## src/rtl/ft232h_pkg.sv

```systemverilog
// Shared types and constants for the FT232H synchronous 245 FIFO blocks.
package ft232h_pkg;

    localparam int unsigned FTDI_DATA_WIDTH = 8;

    typedef enum logic [1:0] {
        IDLE = 2'd0,
        TURN = 2'd1,
        READ = 2'd2
    } ftdi_rx_state_t;

endpackage

```

## src/rtl/axis_io.sv

```systemverilog
// Minimal AXI-Stream bundle: tdata/tvalid/tready/tlast.
interface axis_io #(
    parameter int unsigned W = 8
) ();

    logic [W-1:0] tdata;
    logic         tvalid;
    logic         tready;
    logic         tlast;

    modport Source (output tdata, output tvalid, output tlast, input tready);
    modport Sink   (input tdata, input tvalid, input tlast, output tready);

endinterface

```

## src/rtl/ft232h_skid_fifo.sv

```systemverilog
// Small first-word-fall-through circular FIFO with wrap-bit pointers.
// A push into a full FIFO is accepted only when a pop frees the slot in the
// same cycle; otherwise it is dropped.
module ft232h_skid_fifo #(
    parameter int unsigned SKID_DEPTH = 4,
    parameter int unsigned WIDTH      = 8
) (
    input  logic                        clk,
    input  logic                        rst,
    input  logic                        push,
    input  logic [WIDTH-1:0]            push_data,
    input  logic                        pop,
    output logic [WIDTH-1:0]            pop_data,
    output logic                        full,
    output logic                        empty,
    output logic [$clog2(SKID_DEPTH):0] count
);

    localparam int unsigned AW = $clog2(SKID_DEPTH);
    localparam logic [AW:0] PTR_ONE = (AW+1)'(1);

    logic [WIDTH-1:0] mem [SKID_DEPTH];
    logic [AW:0]      wr_ptr;
    logic [AW:0]      rd_ptr;
    logic             do_push;
    logic             do_pop;

    // Full when the pointers differ only in the wrap bit; empty when equal.
    always_comb begin
        full     = (wr_ptr[AW] != rd_ptr[AW]) && (wr_ptr[AW-1:0] == rd_ptr[AW-1:0]);
        empty    = (wr_ptr == rd_ptr);
        count    = wr_ptr - rd_ptr;
        do_pop   = pop && !empty;
        do_push  = push && (!full || do_pop);
        pop_data = mem[rd_ptr[AW-1:0]];
    end

    // Pointer update; pointers wrap naturally through the extra bit.
    always_ff @(posedge clk) begin
        if (rst) begin
            wr_ptr <= '0;
            rd_ptr <= '0;
        end else begin
            if (do_push) wr_ptr <= wr_ptr + PTR_ONE;
            if (do_pop)  rd_ptr <= rd_ptr + PTR_ONE;
        end
    end

    // Storage write; contents need no reset since empty masks them.
    always_ff @(posedge clk) begin
        if (do_push) mem[wr_ptr[AW-1:0]] <= push_data;
    end

endmodule

```

## src/rtl/ft232h_rx.sv

```systemverilog
// FT232H synchronous 245 FIFO receiver: sequences OE#/RD# from RXF# and the
// arbiter grant, captures bytes into a skid FIFO and presents them on AXIS.
module ft232h_rx
    import ft232h_pkg::*;
#(
    parameter int unsigned SKID_DEPTH = 4
) (
    input  logic                       ftdi_clk,
    input  logic                       rst,
    input  logic                       ftdi_rxf_n,
    input  logic [FTDI_DATA_WIDTH-1:0] ftdi_data_in,
    output logic                       ftdi_oe_n,
    output logic                       ftdi_rd_n,
    input  logic                       rx_enable,
    output logic                       rx_busy,
    output logic                       overflow_err,
    axis_io.Source                     host_axis
);

    localparam int unsigned AW = $clog2(SKID_DEPTH);
    localparam logic [AW:0] CNT_ONE   = (AW+1)'(1);
    localparam logic [AW:0] SPACE_MAX = (AW+1)'(SKID_DEPTH - 2);

    ftdi_rx_state_t       state;
    ftdi_rx_state_t       state_next;
    logic                 oe_next;
    logic                 rd_next;

    logic                 push;
    logic                 pop;
    logic                 push_ok;
    logic                 fifo_full;
    logic                 fifo_empty;
    logic [AW:0]          fifo_count;
    logic [AW:0]          count_n;
    logic                 space;
    logic [FTDI_DATA_WIDTH-1:0] fifo_data;

    ft232h_skid_fifo #(
        .SKID_DEPTH (SKID_DEPTH),
        .WIDTH      (FTDI_DATA_WIDTH)
    ) u_skid (
        .clk       (ftdi_clk),
        .rst       (rst),
        .push      (push),
        .push_data (ftdi_data_in),
        .pop       (pop),
        .pop_data  (fifo_data),
        .full      (fifo_full),
        .empty     (fifo_empty),
        .count     (fifo_count)
    );

    // Capture/pop strobes and the post-update occupancy used by the space rule.
    // count_n already includes this cycle's capture, so RD# is released early
    // enough to absorb the byte that arrives during its registered lag.
    always_comb begin
        push    = !ftdi_rd_n && !ftdi_rxf_n;
        pop     = host_axis.tready && !fifo_empty;
        push_ok = push && (!fifo_full || pop);
        count_n = fifo_count;
        if (push_ok && !pop) begin
            count_n = fifo_count + CNT_ONE;
        end else if (!push_ok && pop) begin
            count_n = fifo_count - CNT_ONE;
        end
        space = (count_n <= SPACE_MAX);
    end

    // Next-state and next registered FTDI strobes.
    always_comb begin
        state_next = state;
        oe_next    = ftdi_oe_n;
        rd_next    = ftdi_rd_n;
        case (state)
            IDLE: begin
                if (rx_enable && !ftdi_rxf_n && space) begin
                    oe_next    = 1'b0;
                    state_next = TURN;
                end
            end
            TURN: begin
                if (!ftdi_rxf_n && space) begin
                    rd_next    = 1'b0;
                    state_next = READ;
                end else begin
                    oe_next    = 1'b1;
                    state_next = IDLE;
                end
            end
            READ: begin
                if (ftdi_rxf_n || !space || !rx_enable) begin
                    rd_next    = 1'b1;
                    oe_next    = 1'b1;
                    state_next = IDLE;
                end
            end
            default: begin
                rd_next    = 1'b1;
                oe_next    = 1'b1;
                state_next = IDLE;
            end
        endcase
    end

    // State, registered strobes and sticky overflow flag.
    always_ff @(posedge ftdi_clk) begin
        if (rst) begin
            state        <= IDLE;
            ftdi_oe_n    <= 1'b1;
            ftdi_rd_n    <= 1'b1;
            overflow_err <= 1'b0;
        end else begin
            state     <= state_next;
            ftdi_oe_n <= oe_next;
            ftdi_rd_n <= rd_next;
            if (push && fifo_full && !pop) overflow_err <= 1'b1;
        end
    end

    // Status and stream outputs.
    always_comb begin
        rx_busy          = (state != IDLE);
        host_axis.tvalid = !fifo_empty;
        host_axis.tdata  = fifo_data;
        host_axis.tlast  = 1'b0;
    end

endmodule

```

## src/flat_wrapper.sv

```systemverilog
// flat-port wrapper written by rule: the top's interface ports become plain ports
module ft232h_rx_flat import ft232h_pkg::*;
#(
    parameter int unsigned SKID_DEPTH = 4
)
  (ftdi_clk, rst, ftdi_rxf_n, ftdi_data_in, ftdi_oe_n, ftdi_rd_n, rx_enable, rx_busy, overflow_err, host_axis_tdata, host_axis_tvalid, host_axis_tlast, host_axis_tready);
  axis_io #(.W(8)) host_axis_i ();
  input  logic ftdi_clk;
  input  logic rst;
  input  logic ftdi_rxf_n;
  input  logic [FTDI_DATA_WIDTH-1:0] ftdi_data_in;
  output logic ftdi_oe_n;
  output logic ftdi_rd_n;
  input  logic rx_enable;
  output logic rx_busy;
  output logic overflow_err;
  output wire logic [$bits(host_axis_i.tdata)-1:0] host_axis_tdata;
  output wire logic [$bits(host_axis_i.tvalid)-1:0] host_axis_tvalid;
  output wire logic [$bits(host_axis_i.tlast)-1:0] host_axis_tlast;
  input wire logic [$bits(host_axis_i.tready)-1:0] host_axis_tready;
  assign host_axis_tdata = host_axis_i.tdata;
  assign host_axis_tvalid = host_axis_i.tvalid;
  assign host_axis_tlast = host_axis_i.tlast;
  assign host_axis_i.tready = host_axis_tready;
  ft232h_rx #(.SKID_DEPTH(SKID_DEPTH)) u_core (.ftdi_clk(ftdi_clk), .rst(rst), .ftdi_rxf_n(ftdi_rxf_n), .ftdi_data_in(ftdi_data_in), .ftdi_oe_n(ftdi_oe_n), .ftdi_rd_n(ftdi_rd_n), .rx_enable(rx_enable), .rx_busy(rx_busy), .overflow_err(overflow_err), .host_axis(host_axis_i));
endmodule
```

## config.mk

```make
export PLATFORM = sky130hd
export DESIGN_NAME = ft232h_rx_flat
export DESIGN_NICKNAME = d
export VERILOG_FILES = /design/src/rtl/ft232h_pkg.sv /design/src/rtl/axis_io.sv /design/src/rtl/ft232h_skid_fifo.sv /design/src/rtl/ft232h_rx.sv /design/src/flat_wrapper.sv
export SDC_FILE = /design/constraint.sdc
export NUM_CORES = 1
export LEC_CHECK = 0
export CORE_MARGIN = 4
export CORE_UTILIZATION = 30
export DETAILED_ROUTE_END_ITERATION = 8
export PLACE_DENSITY_LB_ADDON = 0.1
export SLEW_MARGIN = 20
export SYNTH_ARGS = -nofsm -noshare
export SYNTH_HDL_FRONTEND = slang
export SYNTH_SLANG_ARGS = --single-unit
```

## constraint.sdc

```tcl
create_clock -name ftdi_clk -period 3.1 [get_ports ftdi_clk]
set_clock_uncertainty 0.2 [all_clocks]
set_input_delay 0.775 -clock ftdi_clk [delete_from_list [all_inputs] [get_ports ftdi_clk]]
set_output_delay 0.775 -clock ftdi_clk [all_outputs]
set_load 0.1 [all_outputs]
```

==> summary.md, run 1 <==
| Metric | Value |
|---|---|
| Layout cells sized above 1 | `0.251` |
| Vias in the first global route | `1323` |
| Fillcell total | `620` |
| Commonest non-fill, non-tap cell in the layout | `edfxtp_1` |
| Post-Synth XOR/XNOR Area | `0.0427` |
| Mapped Area | `0.00202 mm²` |
| Ant diodes | `0` |
| Most frequent cells in the layout | `edfxtp_1 (32), buf_4 (17), nor2_1 (13), dfxtp_1 (13), clkdlybuf4s50_1 (12)` |
| Synthesized Nets | `165` |
| Count of pins over their slew limit | `0` |
| # hold bufs at CTS | `0` |
| LEAKAGE | `0.921 nW` |
| Pwr/cell area | `543 mW/mm²` |
| CP Max Fanout | `7` |
| Final nets | `201` |
| Layout area overhead | `26.6%` |
| Crit Path Class | `register to register` |
| Ys async rst share | `0` |
| Number of DRC markers in iteration 0 | `73` |
| EDFF count, synth | `32` |
| Run status | `finished, final reports clean` |
| Syn. warnings | `0` |
| Clk buf depth | `2` |
| Total power | `0.00139 W` |
| Seq/Total Area, Yosys | `0.604` |
| Maximum vdd drop | `168 µV` |
| Port bufs | `25` |
| Io pins | `27` |
| CP max-delay cell | `fa_1` |
| Placed wire-length estimate | `2910 µm` |
| Largest family of logic cells by synthesized area | `multiplexers` |
| Setup TNS | `0 ns` |
| Max incr delay on CP | `0.53 ns` |
| Total grt overflow | `0` |
| Register area | `0.00122 mm²` |
| Residual DRC | `0` |
| Top cells by area, synth | `edfxtp_1 (48%), dfxtp_1 (13%), mux4_2 (8.9%)` |
| Max cap viols | `0` |
| Post-Synth Simple-Gate Area | `0.0866` |
| Synth cell types | `39` |
| CP bufs+invs | `3` |
| Core outline area | `0.00646 mm²` |
| Worst Path Required | `3.08 ns` |
| Reg clk slew, reported paths | `0.08 ns` |
| Synth area leader | `edfxtp_1` |
| Critical path arrival | `2.88 ns` |
| Worst Hold Class | `register to register` |
| Max H-tree Level | `2` |
| RSZ-0062 raised after global routing | `no` |
| DIE AREA | `0.00812 mm²` |
| Row count | `29` |
| Ys flop type | `edfxtp_1` |
| CTS tree | `yes` |
| Final wirelength | `4000 µm` |
| Crit path launch type | `register` |
| TritonCTS Sinks | `45` |
| Avg Cell Area, Syn | `14.2 µm²` |
| Final hold slack | `0.277 ns` |
| CP delay by family, top | `compound AO/OA/AOI/OAI gates` |
| Setup crit end kind | `register` |
| Clk Latency, worst-skew pair | `0.29 ns` |
| Share of the synthesized area in the top cell type | `0.475` |
| Fin crit share | `0.937` |
| Routability congestion estimate | `0.694` |
| Number of buffers created by CTS | `5` |
| Worst path cell trace | `inv_2, ha_1, inv_1, fa_1, inv_1, ha_1, o21ai_0, a21oi_1, a311o_1, a31o_4, o32ai_1, a211oi_1` |
| Final hold vios | `0` |
| Multi-input gate area | `749 µm²` |
| WL/cell | `15.6 µm` |
| First-pass GRT wire length | `6760 µm` |
| Die Wd | `90.1 µm` |
| Post-synthesis compound-gate area fraction | `0.0767` |
| Multiplexer area fraction after synthesis | `0.0941` |
| #FFs+latches synth | `45` |
| Mean number of vias per cell | `4.86` |
| Post-Syn Instances | `142` |
| Synth Area in Adders | `0.0656` |
| Final ANT Viol Nets | `0` |
| Reg2Reg Setup Slack | `0.20 ns` |
| Fmax | `0.344 GHz` |
| Min Tclk post-route | `2.90 ns` |
| Clock root cell | `clkbuf_8` |
| Via Count | `1245` |
| Starting Density | `0.313` |
| GRT Util Overall | `0.107` |
| Die Ht | `90.1 µm` |
| Final setup viols | `0` |
| Antenna violations before repair | `0` |
| Largest net degree at the start of global routing | `15` |
| DR pass1 iterations | `4` |
==> path summary, 6_finish.rpt <==
check | cells past startpoint | startpoint | to
setup / recovery | 12 | u_core.u_skid.wr_ptr[0] | u_core.ftdi_oe_n
hold / removal | 2 | u_core.overflow_err | u_core.overflow_err
setup reg to reg | 12 | u_core.u_skid.wr_ptr[0] | u_core.ftdi_oe_n
hold reg to reg | 2 | u_core.overflow_err | u_core.overflow_err
==> report_power, final <==
group	internal (W)	total (W)	switching, W
Sequential	0.000656	0.000668	0.0000122
Combinational	0.0000901	0.000285	0.000195
Clock	0.000242	0.000437	0.000195
Total	0.000988	0.00139	0.000401
==> timing repair <==
action,CTS,global route
resized for setup,0,2
setup buffers,0,0
setup endpoints to repair,0,1
==> per-stage QoR <==
stage          instance area, µm²  setup WS (ns)  utilization  cells
2_1_floorplan                2020          0.361            -    142
3_3_place_gp                 2440          0.143        0.378    248
5_1_grt                      2560         0.0325        0.396    256
4_1_cts                      2550          0.141        0.395    256
3_5_place_dp                 2440         0.0996        0.378    248
6_report                     2560          0.195        0.396    256
==> area by class of cell <==
| class | instances | share of cell area |
|---|---|---|
| Timing Repair Buffer | 34 | 0.136 |
| Tap cell | 77 | 0.0376 |
| Inverter | 9 | 0.0132 |
| Multi-Input combinational cell | 83 | 0.293 |
| Clock buffer | 6 | 0.0283 |
| Clock inverter | 2 | 0.0152 |
| Sequential cell | 45 | 0.477 |
==> worst min-delay path: cells and delay by family, from the launching register on <==
kind	cells	cell delay, ns
compound gates	1	0.04
simple gates	1	0.07
flops	1	0.33
==> per-layer routing <==
metal  vias to the layer above  GRT usage  share of wire
met5                         -          0              0
met4                         0     0.0383          0.015
met3                         6     0.0309          0.047
met2                        25      0.170           0.48
met1                       617      0.138           0.46
li1                        597          -              -
==> state kept, by name, summed over array words and instances (netlist names), named ones only <==
signal / cells
u_core.state: 2
u_core.u_skid.wr_ptr: 3
u_core.overflow_err: 1
u_core.u_skid.rd_ptr: 3
u_core.ftdi_oe_n: 1
u_core.ftdi_rd_n: 1
u_core.u_skid.mem: 32
==> logic make-up (layout without fill, tap and decap cells) <==
kind of cell / Yosys count / after routing
AO/OA/AOI/OAI: 18 / 18
XOR/XNOR: 9 / 9
adder cells (fa/ha/maj): 10 / 10
buffers and inverters: 14 / 51
flip-flops: 45 / 45
multiplexers: 9 / 9
other: 1 / 1
AND/OR/NAND/NOR: 36 / 36
==> cells in the mapped netlist, types with 2 or more instances <==
master     n
nand3_1    3
nor2_1    13
ha_1       9
clkbuf_1   2
nand2_1    5
dfxtp_1   13
or3_1      2
nor4_1     2
inv_1      9
xor2_1     3
xnor2_1    5
edfxtp_1  32
a21oi_1    4
and2_1     4
mux4_2     8
nor3_1     4
a211oi_1   2
Power figures use the tool's default switching activity.
==> run 2, diff against run 1 <==
clock period = 3.62 ns   (was 3.1 ns; I/O delays follow)
==> run 2 against run 1 <==
Compared with the run above:
- wire length down 4.3%
- critical path depth is the same
- first-iteration DRC count decreased by 15%
- flip-flop and latch count unchanged
- final cell count is 2.3% lower
- clock power decreased by 21%
- sequential power down 14%
- largest power group unchanged
- combinational power is 21% lower
- register-to-register slack gained 0.45 ns
- via count decreased by 4.0%
- cell area down 4.6%
- die area stayed put
==> summary.md, run 2 (same netlist as run 1, synthesis figures left out) <==
| Metric | Value |
|---|---|
| P_sw | `0.000340 W (-15%)` |
| Crit Path Class | `register to register` |
| Worst Tran Pin Value | `0.607 ns` |
| TritonCTS Sinks | `45 (unchanged)` |
| Fin crit share | `0.823 (-0.114)` |
| Sequential power share | `0.503 (+0.022)` |
| Core outline area | `0.00646 mm² (unchanged)` |
| Largest register FFs | `32 (unchanged)` |
| Setup TNS | `0 ns (unchanged)` |
| Ant diodes | `0 (unchanged)` |
| Max H-tree Level | `2 (unchanged)` |
| Setup crit end kind | `register` |
| Layout cells sized above 1 | `0.214 (-0.0375)` |
| R2r worst-path depth | `12 (unchanged)` |
| Antenna violations before repair | `0 (unchanged)` |
| Maximum vdd drop | `160 µV (-4.6%)` |
| Vias in the first global route | `1298 (-1.9%)` |
| Die Wd | `90.1 µm (unchanged)` |
| Layout area overhead | `20.7%` |
| # hold bufs at CTS | `0 (unchanged)` |
| Min Tclk post-route | `2.98 ns (+0.0741 ns)` |
| Clock root cell | `clkbuf_8` |
| Mean number of vias per cell | `4.78 (-1.7%)` |
| Hold depth | `2 (unchanged)` |
| Reg clk slew, reported paths | `0.09 ns (about the same)` |
| Multi-input gate area | `743 µm² (-0.83%)` |
| Pre-CTS WS | `0.359 ns (+0.260 ns)` |
| DIE AREA | `0.00812 mm² (unchanged)` |
| LEAKAGE | `0.869 nW (-5.7%)` |
| Io pins | `27 (unchanged)` |
| Count of pins over their slew limit | `0 (unchanged)` |
| Post-CTS sizing | `0 (unchanged)` |
| Final hold vios | `0 (unchanged)` |
| Switch share | `0.296 (+0.00705)` |
| Routability congestion estimate | `0.787 (+13%)` |
| Die Ht | `90.1 µm (unchanged)` |
| CTS tree | `yes` |
| RSZ-0062 raised after global routing | `no` |
| CP Max Fanout | `7 (unchanged)` |
| Final wirelength | `3830 µm (-4.3%)` |
| Non-filler cells, final | `250 (-2.3%)` |
| Logic pwr share | `0.196 (-0.009)` |
| Starting Density | `0.313 (unchanged)` |
| Commonest non-fill, non-tap cell in the layout | `edfxtp_1` |
| Register area | `0.00122 mm² (unchanged)` |
| Row count | `29 (unchanged)` |
| GRT Util Overall | `0.105 (-0.00206)` |
| Max cap viols | `0 (unchanged)` |
| Total grt overflow | `0 (unchanged)` |
| Largest net degree at the start of global routing | `15 (unchanged)` |
| Residual DRC | `0 (unchanged)` |
| Via Count | `1195 (-4.0%)` |
| Worst Hold Class | `register to register` |
| Number of DRC markers in iteration 0 | `62 (-15%)` |
| Clk buf depth | `2 (unchanged)` |
| Number of buffers created by CTS | `5 (unchanged)` |
| Slew margin rel. | `0.595` |
| Clock power frac | `0.301 (-0.013)` |
| DR pass1 iterations | `4 (unchanged)` |
| Worst Path Required | `3.60 ns (+0.52 ns)` |
| Fmax | `0.336 GHz (-2.5%)` |
| Run status | `finished, final reports clean` |
| Post-CTS Setup Inserts | `0 (unchanged)` |
| Final ANT Viol Nets | `0 (unchanged)` |
| Final setup margin | `0.641 ns (+0.446 ns)` |
| Fillcell total | `619 (-0.16%)` |
| First-pass GRT wire length | `6520 µm (-3.6%)` |
| Total power | `0.00115 W (-17%)` |
| Pwr/cell area | `470 mW/mm² (-13%)` |
| Final nets | `195 (-3.0%)` |
| Critical path arrival | `2.96 ns (+0.08 ns)` |
| WL/cell | `15.3 µm (-2.0%)` |
| Design internal power | `0.000808 W (-18%)` |
| Dpl cells | `242 (-2.4%)` |
| Clk Latency, worst-skew pair | `0.30 ns (about the same)` |
| Crit path launch type | `register` |
| Most frequent cells in the layout | `edfxtp_1 (32), buf_4 (16), nor2_1 (13), dfxtp_1 (13), clkdlybuf4s50_1 (12)` |
| Final setup viols | `0 (unchanged)` |
| Placed wire-length estimate | `2670 µm (-8.3%)` |
| Port bufs | `25 (unchanged)` |
## run 2: worst paths after layout
path	from	end	slack (ns)
setup reg to reg	u_core.u_skid.wr_ptr[0]	u_core.ftdi_oe_n	0.64
setup / recovery	u_core.u_skid.wr_ptr[0]	u_core.ftdi_oe_n	0.64
hold / removal	u_core.overflow_err	u_core.overflow_err	0.31
hold reg to reg	u_core.overflow_err	u_core.overflow_err	0.31
## run 2: stage by stage
step	utilization	cell area (µm²)	hold WS (ns)
global route	0.378	2440	0.377
finish	0.378	2440	0.313
CTS	0.378	2440	0.314
detailed placement	0.361	2330	0.293
floorplan	-	2020	0.298
global placement	0.361	2330	0.293
## run 2: per-layer routing
layer  wire, µm  GRT usage  up-vias
met5          0          0        -
met4         65     0.0446        0
met3        185     0.0442        7
met2       1850      0.160       24
met1       1720      0.130      581
li1           -          -      583
## run 2: layout make-up
class,count,area share
Clock inverter,1,0.00359
Timing Repair Buffer,28,0.0984
Inverter,9,0.0138
Sequential cell,45,0.500
Tap cell,77,0.0395
Multi-Input combinational cell,83,0.304
Clock buffer,7,0.0400
## run 2: power groups by stage
| stage | Combinational (W) | Clock (W) | Sequential, W |
|---|---|---|---|
| after floorplan | 0.000141 | 0 | 0.000617 |
| after global placement | 0.000224 | 0 | 0.000587 |
| after detailed placement | 0.000226 | 0 | 0.000588 |
| after CTS | 0.000227 | 0.000361 | 0.000577 |
| after global routing | 0.000240 | 0.000391 | 0.000579 |
| final | 0.000225 | 0.000346 | 0.000577 |
## run 2: worst max-delay path: stages (launching register included)
cell	delay, ns
dfxtp_1	0.35
inv_1	0.11
ha_1	0.15
inv_1	0.05
fa_1	0.52
inv_1	0.05
ha_1	0.20
o21ai_0	0.11
a21oi_1	0.07
a311o_1	0.35
a31o_4	0.27
nor4b_1	0.34
a211oi_1	0.09
